### src/rtl/sqrt_arbiter_if.sv
`default_nettype none
// ============================================================================
// Module      : sqrt_arbiter_if
// Description : Request/response channels and shared square-root unit
//               handshake bundled for sqrt_arbiter.
// Revision    : 1.0 - initial release
// ============================================================================
interface sqrt_arbiter_if #(
    parameter int WIDTH   = 32,
    parameter int NUM_REQ = 4
);
    logic [NUM_REQ-1:0]       req_valid;
    logic [NUM_REQ-1:0]       req_ready;
    logic [NUM_REQ*WIDTH-1:0] req_data;
    logic [NUM_REQ-1:0]       resp_valid;
    logic [NUM_REQ-1:0]       resp_ready;
    logic [WIDTH-1:0]         resp_data;
    logic                     sqrt_go;
    logic [WIDTH-1:0]         sqrt_in;
    logic [WIDTH-1:0]         sqrt_out;
    logic                     sqrt_done;
    logic                     busy;

    // Arbiter side
    modport slave (
        input  req_valid, req_data, resp_ready, sqrt_out, sqrt_done,
        output req_ready, resp_valid, resp_data, sqrt_go, sqrt_in, busy
    );

    // Requester / shared-unit side
    modport master (
        output req_valid, req_data, resp_ready, sqrt_out, sqrt_done,
        input  req_ready, resp_valid, resp_data, sqrt_go, sqrt_in, busy
    );
endinterface
`default_nettype wire

### src/rtl/sqrt_arbiter.sv
`default_nettype none
// ============================================================================
// Module      : sqrt_arbiter
// Description : Round-robin arbiter sharing one go/done square-root unit
//               among NUM_REQ requesters, one operation in flight.
//               Optional statistics counters under SQRT_ARB_STATS_EN.
// Revision    : 1.0 - initial release
// ============================================================================
module sqrt_arbiter #(
    parameter int WIDTH   = 32,
    parameter int NUM_REQ = 4
) (
    input  wire logic           clk,
    input  wire logic           reset_n,
    sqrt_arbiter_if.slave       bus
`ifdef SQRT_ARB_STATS_EN
    ,
    output logic [31:0]         stat_ops,
    output logic [31:0]         stat_busy
`endif
);

    localparam int IDX_W = (NUM_REQ > 1) ? $clog2(NUM_REQ) : 1;

    typedef enum logic [1:0] {
        S_IDLE  = 2'd0,
        S_ISSUE = 2'd1,
        S_WAIT  = 2'd2,
        S_RESP  = 2'd3
    } state_t;

    state_t             state_q, state_d;
    logic [IDX_W-1:0]   rr_ptr_q, rr_ptr_d;
    logic [IDX_W-1:0]   grant_q, grant_d;
    logic [WIDTH-1:0]   sqrt_in_q, sqrt_in_d;
    logic [WIDTH-1:0]   resp_data_q, resp_data_d;

    logic               win_found;
    logic [IDX_W-1:0]   winner;
    logic [IDX_W-1:0]   cand_idx;
    logic [NUM_REQ-1:0] win_onehot;
    int                 cand;

    // Round-robin search starting at rr_ptr and wrapping past NUM_REQ-1.
    always_comb begin
        win_found = 1'b0;
        winner    = '0;
        cand      = 0;
        cand_idx  = '0;
        for (int k = 0; k < NUM_REQ; k++) begin
            cand     = (int'(rr_ptr_q) + k) % NUM_REQ;
            cand_idx = IDX_W'(cand);
            if (!win_found && bus.req_valid[cand_idx]) begin
                win_found = 1'b1;
                winner    = cand_idx;
            end
        end
    end

    assign win_onehot = win_found ? ({{(NUM_REQ-1){1'b0}}, 1'b1} << winner)
                                  : '0;

    // Gated by reset_n so no request is accepted while reset is asserted.
    assign bus.req_ready = (state_q == S_IDLE && reset_n) ? win_onehot : '0;

    always_comb begin
        state_d     = state_q;
        rr_ptr_d    = rr_ptr_q;
        grant_d     = grant_q;
        sqrt_in_d   = sqrt_in_q;
        resp_data_d = resp_data_q;
        case (state_q)
            S_IDLE: begin
                if (win_found) begin
                    sqrt_in_d = bus.req_data[int'(winner)*WIDTH +: WIDTH];
                    grant_d   = winner;
                    rr_ptr_d  = (winner == IDX_W'(NUM_REQ-1)) ? '0
                                                              : winner + IDX_W'(1);
                    state_d   = S_ISSUE;
                end
            end
            S_ISSUE: begin
                state_d = S_WAIT;
            end
            S_WAIT: begin
                if (bus.sqrt_done) begin
                    resp_data_d = bus.sqrt_out;
                    state_d     = S_RESP;
                end
            end
            S_RESP: begin
                if (bus.resp_ready[grant_q]) begin
                    state_d = S_IDLE;
                end
            end
            default: begin
                state_d = S_IDLE;
            end
        endcase
    end

    always_ff @(posedge clk or negedge reset_n) begin
        if (!reset_n) begin
            state_q     <= S_IDLE;
            rr_ptr_q    <= '0;
            grant_q     <= '0;
            sqrt_in_q   <= '0;
            resp_data_q <= '0;
        end else begin
            state_q     <= state_d;
            rr_ptr_q    <= rr_ptr_d;
            grant_q     <= grant_d;
            sqrt_in_q   <= sqrt_in_d;
            resp_data_q <= resp_data_d;
        end
    end

    assign bus.sqrt_go    = (state_q == S_ISSUE);
    assign bus.sqrt_in    = sqrt_in_q;
    assign bus.busy       = (state_q != S_IDLE);
    assign bus.resp_data  = resp_data_q;
    assign bus.resp_valid = (state_q == S_RESP)
                          ? ({{(NUM_REQ-1){1'b0}}, 1'b1} << grant_q) : '0;

`ifdef SQRT_ARB_STATS_EN
    logic [31:0] stat_ops_q;
    logic [31:0] stat_busy_q;
    logic        resp_hs;

    assign resp_hs = (state_q == S_RESP) && bus.resp_ready[grant_q];

    // Both counters saturate rather than wrap.
    always_ff @(posedge clk or negedge reset_n) begin
        if (!reset_n) begin
            stat_ops_q  <= '0;
            stat_busy_q <= '0;
        end else begin
            if (resp_hs && stat_ops_q != 32'hFFFF_FFFF) begin
                stat_ops_q <= stat_ops_q + 32'd1;
            end
            if (bus.busy && stat_busy_q != 32'hFFFF_FFFF) begin
                stat_busy_q <= stat_busy_q + 32'd1;
            end
        end
    end

    assign stat_ops  = stat_ops_q;
    assign stat_busy = stat_busy_q;
`endif

endmodule
`default_nettype wire

### src/flat_wrapper.sv
// flat-port wrapper written by rule: the top's interface ports become plain ports
module sqrt_arbiter_flat 
#(
    parameter int WIDTH   = 32,
    parameter int NUM_REQ = 4
)
  (clk, reset_n, bus_req_valid, bus_req_data, bus_resp_ready, bus_sqrt_out, bus_sqrt_done, bus_req_ready, bus_resp_valid, bus_resp_data, bus_sqrt_go, bus_sqrt_in, bus_busy);
  sqrt_arbiter_if #(.WIDTH(WIDTH), .NUM_REQ(NUM_REQ)) bus_i ();
  input  wire logic clk;
  input  wire logic reset_n;
  input wire logic [$bits(bus_i.req_valid)-1:0] bus_req_valid;
  input wire logic [$bits(bus_i.req_data)-1:0] bus_req_data;
  input wire logic [$bits(bus_i.resp_ready)-1:0] bus_resp_ready;
  input wire logic [$bits(bus_i.sqrt_out)-1:0] bus_sqrt_out;
  input wire logic [$bits(bus_i.sqrt_done)-1:0] bus_sqrt_done;
  output wire logic [$bits(bus_i.req_ready)-1:0] bus_req_ready;
  output wire logic [$bits(bus_i.resp_valid)-1:0] bus_resp_valid;
  output wire logic [$bits(bus_i.resp_data)-1:0] bus_resp_data;
  output wire logic [$bits(bus_i.sqrt_go)-1:0] bus_sqrt_go;
  output wire logic [$bits(bus_i.sqrt_in)-1:0] bus_sqrt_in;
  output wire logic [$bits(bus_i.busy)-1:0] bus_busy;
  assign bus_i.req_valid = bus_req_valid;
  assign bus_i.req_data = bus_req_data;
  assign bus_i.resp_ready = bus_resp_ready;
  assign bus_i.sqrt_out = bus_sqrt_out;
  assign bus_i.sqrt_done = bus_sqrt_done;
  assign bus_req_ready = bus_i.req_ready;
  assign bus_resp_valid = bus_i.resp_valid;
  assign bus_resp_data = bus_i.resp_data;
  assign bus_sqrt_go = bus_i.sqrt_go;
  assign bus_sqrt_in = bus_i.sqrt_in;
  assign bus_busy = bus_i.busy;
  sqrt_arbiter #(.WIDTH(WIDTH), .NUM_REQ(NUM_REQ)) u_core (.clk(clk), .reset_n(reset_n), .bus(bus_i));
endmodule
### config.mk
export PLATFORM = sky130hd
export DESIGN_NAME = sqrt_arbiter_flat
export DESIGN_NICKNAME = d
export VERILOG_FILES = /design/src/rtl/sqrt_arbiter_if.sv /design/src/rtl/sqrt_arbiter.sv /design/src/flat_wrapper.sv
export SDC_FILE = /design/constraint.sdc
export NUM_CORES = 1
export LEC_CHECK = 0
export BUFFER_PORTS_ARGS = -buffer_cell sky130_fd_sc_hd__clkbuf_2
export CORE_MARGIN = 2
export CORE_UTILIZATION = 25
export DETAILED_ROUTE_END_ITERATION = 8
export PLACE_DENSITY_LB_ADDON = 0.3
export SLEW_MARGIN = 20
export SYNTH_ARGS = -nofsm -noshare
export SYNTH_HDL_FRONTEND = slang
export SYNTH_SLANG_ARGS = --single-unit
### constraint.sdc
create_clock -name clk -period 2.4 [get_ports clk]
set_input_delay 0.36 -clock clk [delete_from_list [all_inputs] [get_ports clk]]
set_output_delay 0.36 -clock clk [all_outputs]
set_load 0.1 [all_outputs]
# Word level (Yosys, flattened, before mapping)
# Index checks and enable logic that the tools add are counted.
# Widths: inputs -> output; s select.
[word_totals]
register_bits = 70
[op_classes]
n_lt_le_gt_ge = 5
n_addsub = 4
reduce_logical = 12
n_eq_ne = 7
n_shift = 3
muxes = 26
[ops]
columns = ["cell", "count"]
rows = [
  ["$shiftx 128x8->32", 1],
  ["$mux 2", 8],
  ["$lt 2x3->1 const B", 5],
  ["$mux 4", 3],
  ["$bmux 1 s2", 5],
  ["$mux 1", 9],
  ["$pmux 2 s4", 1],
  ["$shl 1x2->4 const A", 2],
  ["$eq 2x2->1 const B", 3],
  ["$add 2x1->2 const B", 2],
  ["$add 2x2->2 const B", 2],
  ["$logic_and 1x1->1", 4],
  ["$ne 2x1->1 const B", 2],
  ["$reduce_and 2->1", 2],
  ["$logic_not 1->1", 3],
  ["$reduce_and 3->1", 1],
  ["$eq 2x1->1 const B", 1],
  ["$logic_not 2->1", 1],
  ["$ne 2x2->1 const B", 1],
  ["$reduce_bool 2->1", 1],
]

# Logic depth before layout (Yosys ltp)
[logic_depth]
word_depth = 15
depth_mapped = 9
depth_no_buf = 7

# Least setup slack after synthesis
# Ideal clock, no wire load.
[synth_path]
path_type = "register -> output"
startpoint = "register u_core.state_q[0]"
endpoint = "output port bus_req_ready[2]"
stages_incl_launch_ff = 9
n_path_buf = 2
slack_ns = -1.045
t_arrival_ns = 3.085
t_required_ns = 2.040
cell_sequence = "dfrtp_1 > inv_1 > ha_1 > inv_1 > nor2_2 > buf_2 > buf_2 > nand3_1 > nor2_1"
[synth_via]
elab_chain_len = 3
[synth_lines]
columns = ["item", "line_no", "text"]
rows = [
  ["start, declared", "sqrt_arbiter.sv:32", "state_t state_q, state_d;"],
  ["start signal, assigned", "sqrt_arbiter.sv:110", "state_q <= state_d;"],
  ["$logic_not 2->1", "sqrt_arbiter.sv:64", "assign bus.req_ready = (state_q == S_IDLE && reset_n) ? win_onehot : '0;"],
  ["$logic_and 1x1->1", "sqrt_arbiter.sv:64", ""],
  ["$mux 4", "sqrt_arbiter.sv:64", ""],
  ["end, declared", "flat_wrapper.sv:16", "output wire logic [$bits(bus_i.req_ready)-1:0] bus_req_ready;"],
]
# No other way between the ends.

# Final worst setup path
[layout_path]
startpoint = "register u_core.rr_ptr_q[1]"
endpoint = "output port bus_req_ready[3]"
[layout_via]
elab_chain_len = 15
word_cells_on_any_way = 28
[layout_lines]
columns = ["item", "line_no", "text"]
rows = [
  ["start, declared", "sqrt_arbiter.sv:33", "logic [IDX_W-1:0] rr_ptr_q, rr_ptr_d;"],
  ["start signal, assigned", "sqrt_arbiter.sv:111", "rr_ptr_q <= rr_ptr_d;"],
  ["parallel branches: the longest is 13 deep, another holds $add 2x1->2", "-", ""],
  ["$mux 4 *", "sqrt_arbiter.sv:60", "assign win_onehot = win_found ? ({{(NUM_REQ-1){1'b0}}, 1'b1} << winner)"],
  ["$mux 4 *", "sqrt_arbiter.sv:64", ""],
]
# Mark *: on every way between the ends. The select of a mux whose other input is x is not followed.

==> flow_summary.yaml <==
worst_setup_path:
  maximum_fanout_along_the_worst_path: 7
  worst-endpoint-arrival_ps: 1930
  regToRegEndpoint: "u_core.bus.sqrt_in[19]"
  worst-r2r-cell-count: 6
  worst-path-buf-inv: 2
  timing.critical_path.required_ps: 2040
  critical-path-max-stage-delay_ps: 460
  reg2reg_from: "u_core.rr_ptr_q[1]"
  crit_path_top_delay_cell: "sky130_fd_sc_hd__dfrtp_2"
  end_kind: "output pin"
  timing.reg2reg.setup_slack_ps: 480
  worstPathCellList: "mux2i_1 > a21oi_2 > o21ai_4 > inv_1 > ha_1 > and3_4 > buf_12"
  path_delay_family: "flip-flops"
  setup.worst_path.class: "reg2out"
  critPathLaunchType: "flip-flop"
logic_synthesis:
  synthesis.area_per_instance_um2: 12.0
  synth-xor-area-share: 0
  synthMuxAreaShare: 0.184
  yosys.area_share.adder: 0.0193
  synth_compound_area_frac: 0.208
  synthesis.area_um2: 3890
  synth_simple_gate_area_frac: 0.0794
  count_of_flip_flops_with_a_built_in_enable_after_synthesis: 0
  yosysSeqAreaShare: 0.450
  syn_nets: 500
  synth_cell_types: 47
  primary_ff_master_synth: "sky130_fd_sc_hd__dfrtp_1"
  synth-seq-cells: 70
  yosys_warnings: 0
  combinational_family_with_the_most_area_after_synthesis: "compound AO/OA/AOI/OAI gates"
  netlist_instances: 323
  postSynth.asyncResetShare: 1.00
timing:
  timing.final.max_slew_violations: 0
  post-route-worst-setup-slack_ps: 111
  worstMarginPinSlew_ps: 600
  finalSetupViolations: 0
  max_freq_mhz: 437
  post-route-period-util: 0.954
  timing.max_slew.rel_slack: 0.600
  finalHoldViolCount: 0
  finalWorstPathRequiredPeriod_ps: 2290
  grt_setup_unrepaired: "false"
  finalClockSkew_ps: 5.29
route:
  vias_per_cell: 4.70
  avg_wl_per_cell_um: 16.2
  drt_drc_violations_left: 0
  drt-pass1-iter-count: 4
  iteration_0_drc_markers: 113
  route.antenna.remaining_nets: 0
  vias: 3570
  route.final.wire_length_um: 12300
global_routing:
  grt_max_degree: 47
  global_route.overflow_total: 0
  groute.usage.overall: 0.144
  grt_antenna_before_repair: 0
  grt_pass1_wl_um: 18400
  grt_pass1_vias: 3681
final_layout:
  register_area_um2: 1750
  area.growth.synth_to_final_pct: 47.0
  drive_above_1_share: 0.625
  count_of_antenna_diodes_in_the_layout: 0
  finalNetCount: 743
  multi_input_area_um2: 1960
  fillers: 1530
place:
  dpl.hpwl_um: 9370
  io_buffers: 244
  gp_congestion: 0.856
  dp_worst_setup_slack_ps: 275
clock_tree:
  clock_tree.htree_level_count: 3
  path_clk_slew_ps: 60
  clock_insertion_delay_worst_skew_ps: 330
  cts_buffer_depth: 2
  tritoncts: "built"
  cts_buffers: 9
  clock_sink_count: 70
  ctsRootBufferMaster: "sky130_fd_sc_hd__clkbuf_16"
min_path:
  worst_hold_path.num_cells: 2
  hp-start: "bus_sqrt_out[6]"
  min_path_type: "in2reg"
  hold-path-endpoint: "u_core.bus.resp_data[6]"
die:
  placement_rows: 45
  die-height_um: 129
  dieArea_um2: 16600
  core_area_um2: 15200
  boundaryPins: 245
  initial_util: 0.256
  fp.dieW_um: 129
outcome:
  outcome: "completed"
run:
  max_cap_viol_count: 0
==> synthesized netlist by cell type (5+ instances only) <==
master,instances,area share
sky130_fd_sc_hd__inv_1,9,0.0087
sky130_fd_sc_hd__nor2_1,36,0.035
sky130_fd_sc_hd__a221oi_2,26,0.10
sky130_fd_sc_hd__buf_6,10,0.029
sky130_fd_sc_hd__ha_1,6,0.019
sky130_fd_sc_hd__nand2_1,12,0.012
sky130_fd_sc_hd__mux2_2,32,0.093
sky130_fd_sc_hd__buf_4,5,0.0096
sky130_fd_sc_hd__dfrtp_1,70,0.45
sky130_fd_sc_hd__a221oi_1,5,0.011
sky130_fd_sc_hd__mux2i_1,32,0.082
sky130_fd_sc_hd__buf_2,6,0.0077
sky130_fd_sc_hd__o22ai_1,30,0.048
==> cell families (layout without fill, tap and decap cells) <==
logic type,Yosys count,after routing
AO/OA/AOI/OAI,81,81
AND/OR/NAND/NOR,65,65
flip-flops,70,70
buffers and inverters,35,283
adder cells (fa/ha/maj),6,6
multiplexers,66,66
==> per-stage QoR <==
stage | hold WS [ps] | std cells | setup TNS (ps) | utilization | instance area, um^2
floorplan | 64.4 | 323 | -679 | - | 3940
global placement | 320 | 739 | 0 | 0.352 | 5360
detailed placement | 333 | 739 | 0 | 0.352 | 5360
CTS | 233 | 756 | 0 | 0.374 | 5690
global route | 236 | 759 | 0 | 0.376 | 5720
finish | 258 | 759 | 0 | 0.376 | 5720
==> routing by layer <==
layer / vias up / global-route usage / routed length [um]
met5: - / 0 / 0
met4: 0 / 0.0499 / 200
met3: 16 / 0.0420 / 800
met2: 148 / 0.247 / 5960
met1: 1693 / 0.173 / 5350
li1: 1713 / - / -
==> what timing repair did <==
item / in CTS / in global routing
endpoints found under the setup margin: 1 / 2
endpoints found under the hold margin: 24 / 0
resized for setup: 2 / 3
hold buffers: 1 / 0
pin swaps: 0 / 1
setup buffers: 0 / 3
==> final cells by class <==
cell class,count,area share
Clock buffer,10,0.0400
Clock inverter,6,0.0164
Inverter,9,0.00656
Multi-Input combinational cell,218,0.342
Sequential cell,70,0.307
Tap cell,188,0.0411
Timing Repair Buffer,258,0.248
==> cell usage in the layout, fill, tap and decap left out, drive strengths merged, types with 3 or more instances in the layout <==
cell type,count
buf,18
clkbuf,249
mux2,33
o21ai,3
mux2i,32
and3,4
a221oi,31
dfrtp,70
ha,6
o22ai,31
a21oi,4
nand2,13
nor2,37
inv,9
==> registers in the layout (all words and copies together), names as in the netlist <==
register,flops
u_core.grant_q,2
u_core.rr_ptr_q,2
u_core.state_q,2
u_core.bus.resp_data,32
u_core.bus.sqrt_in,32
==> worst max-delay path by stage <==
stage                             from  cells past startpoint          endpoint
floorplan            u_core.state_q[1]                      8  bus_req_ready[2]
global placement      bus_req_valid[0]                      7  bus_req_ready[3]
detailed placement    bus_req_valid[0]                      7  bus_req_ready[3]
CTS                 u_core.rr_ptr_q[1]                      6  bus_req_ready[3]
global route        u_core.rr_ptr_q[1]                      7  bus_req_ready[3]
finish              u_core.rr_ptr_q[1]                      7  bus_req_ready[3]
Power is not shown: default switching activity piles up to over one toggle a cycle in this logic, so the estimate is an artifact.
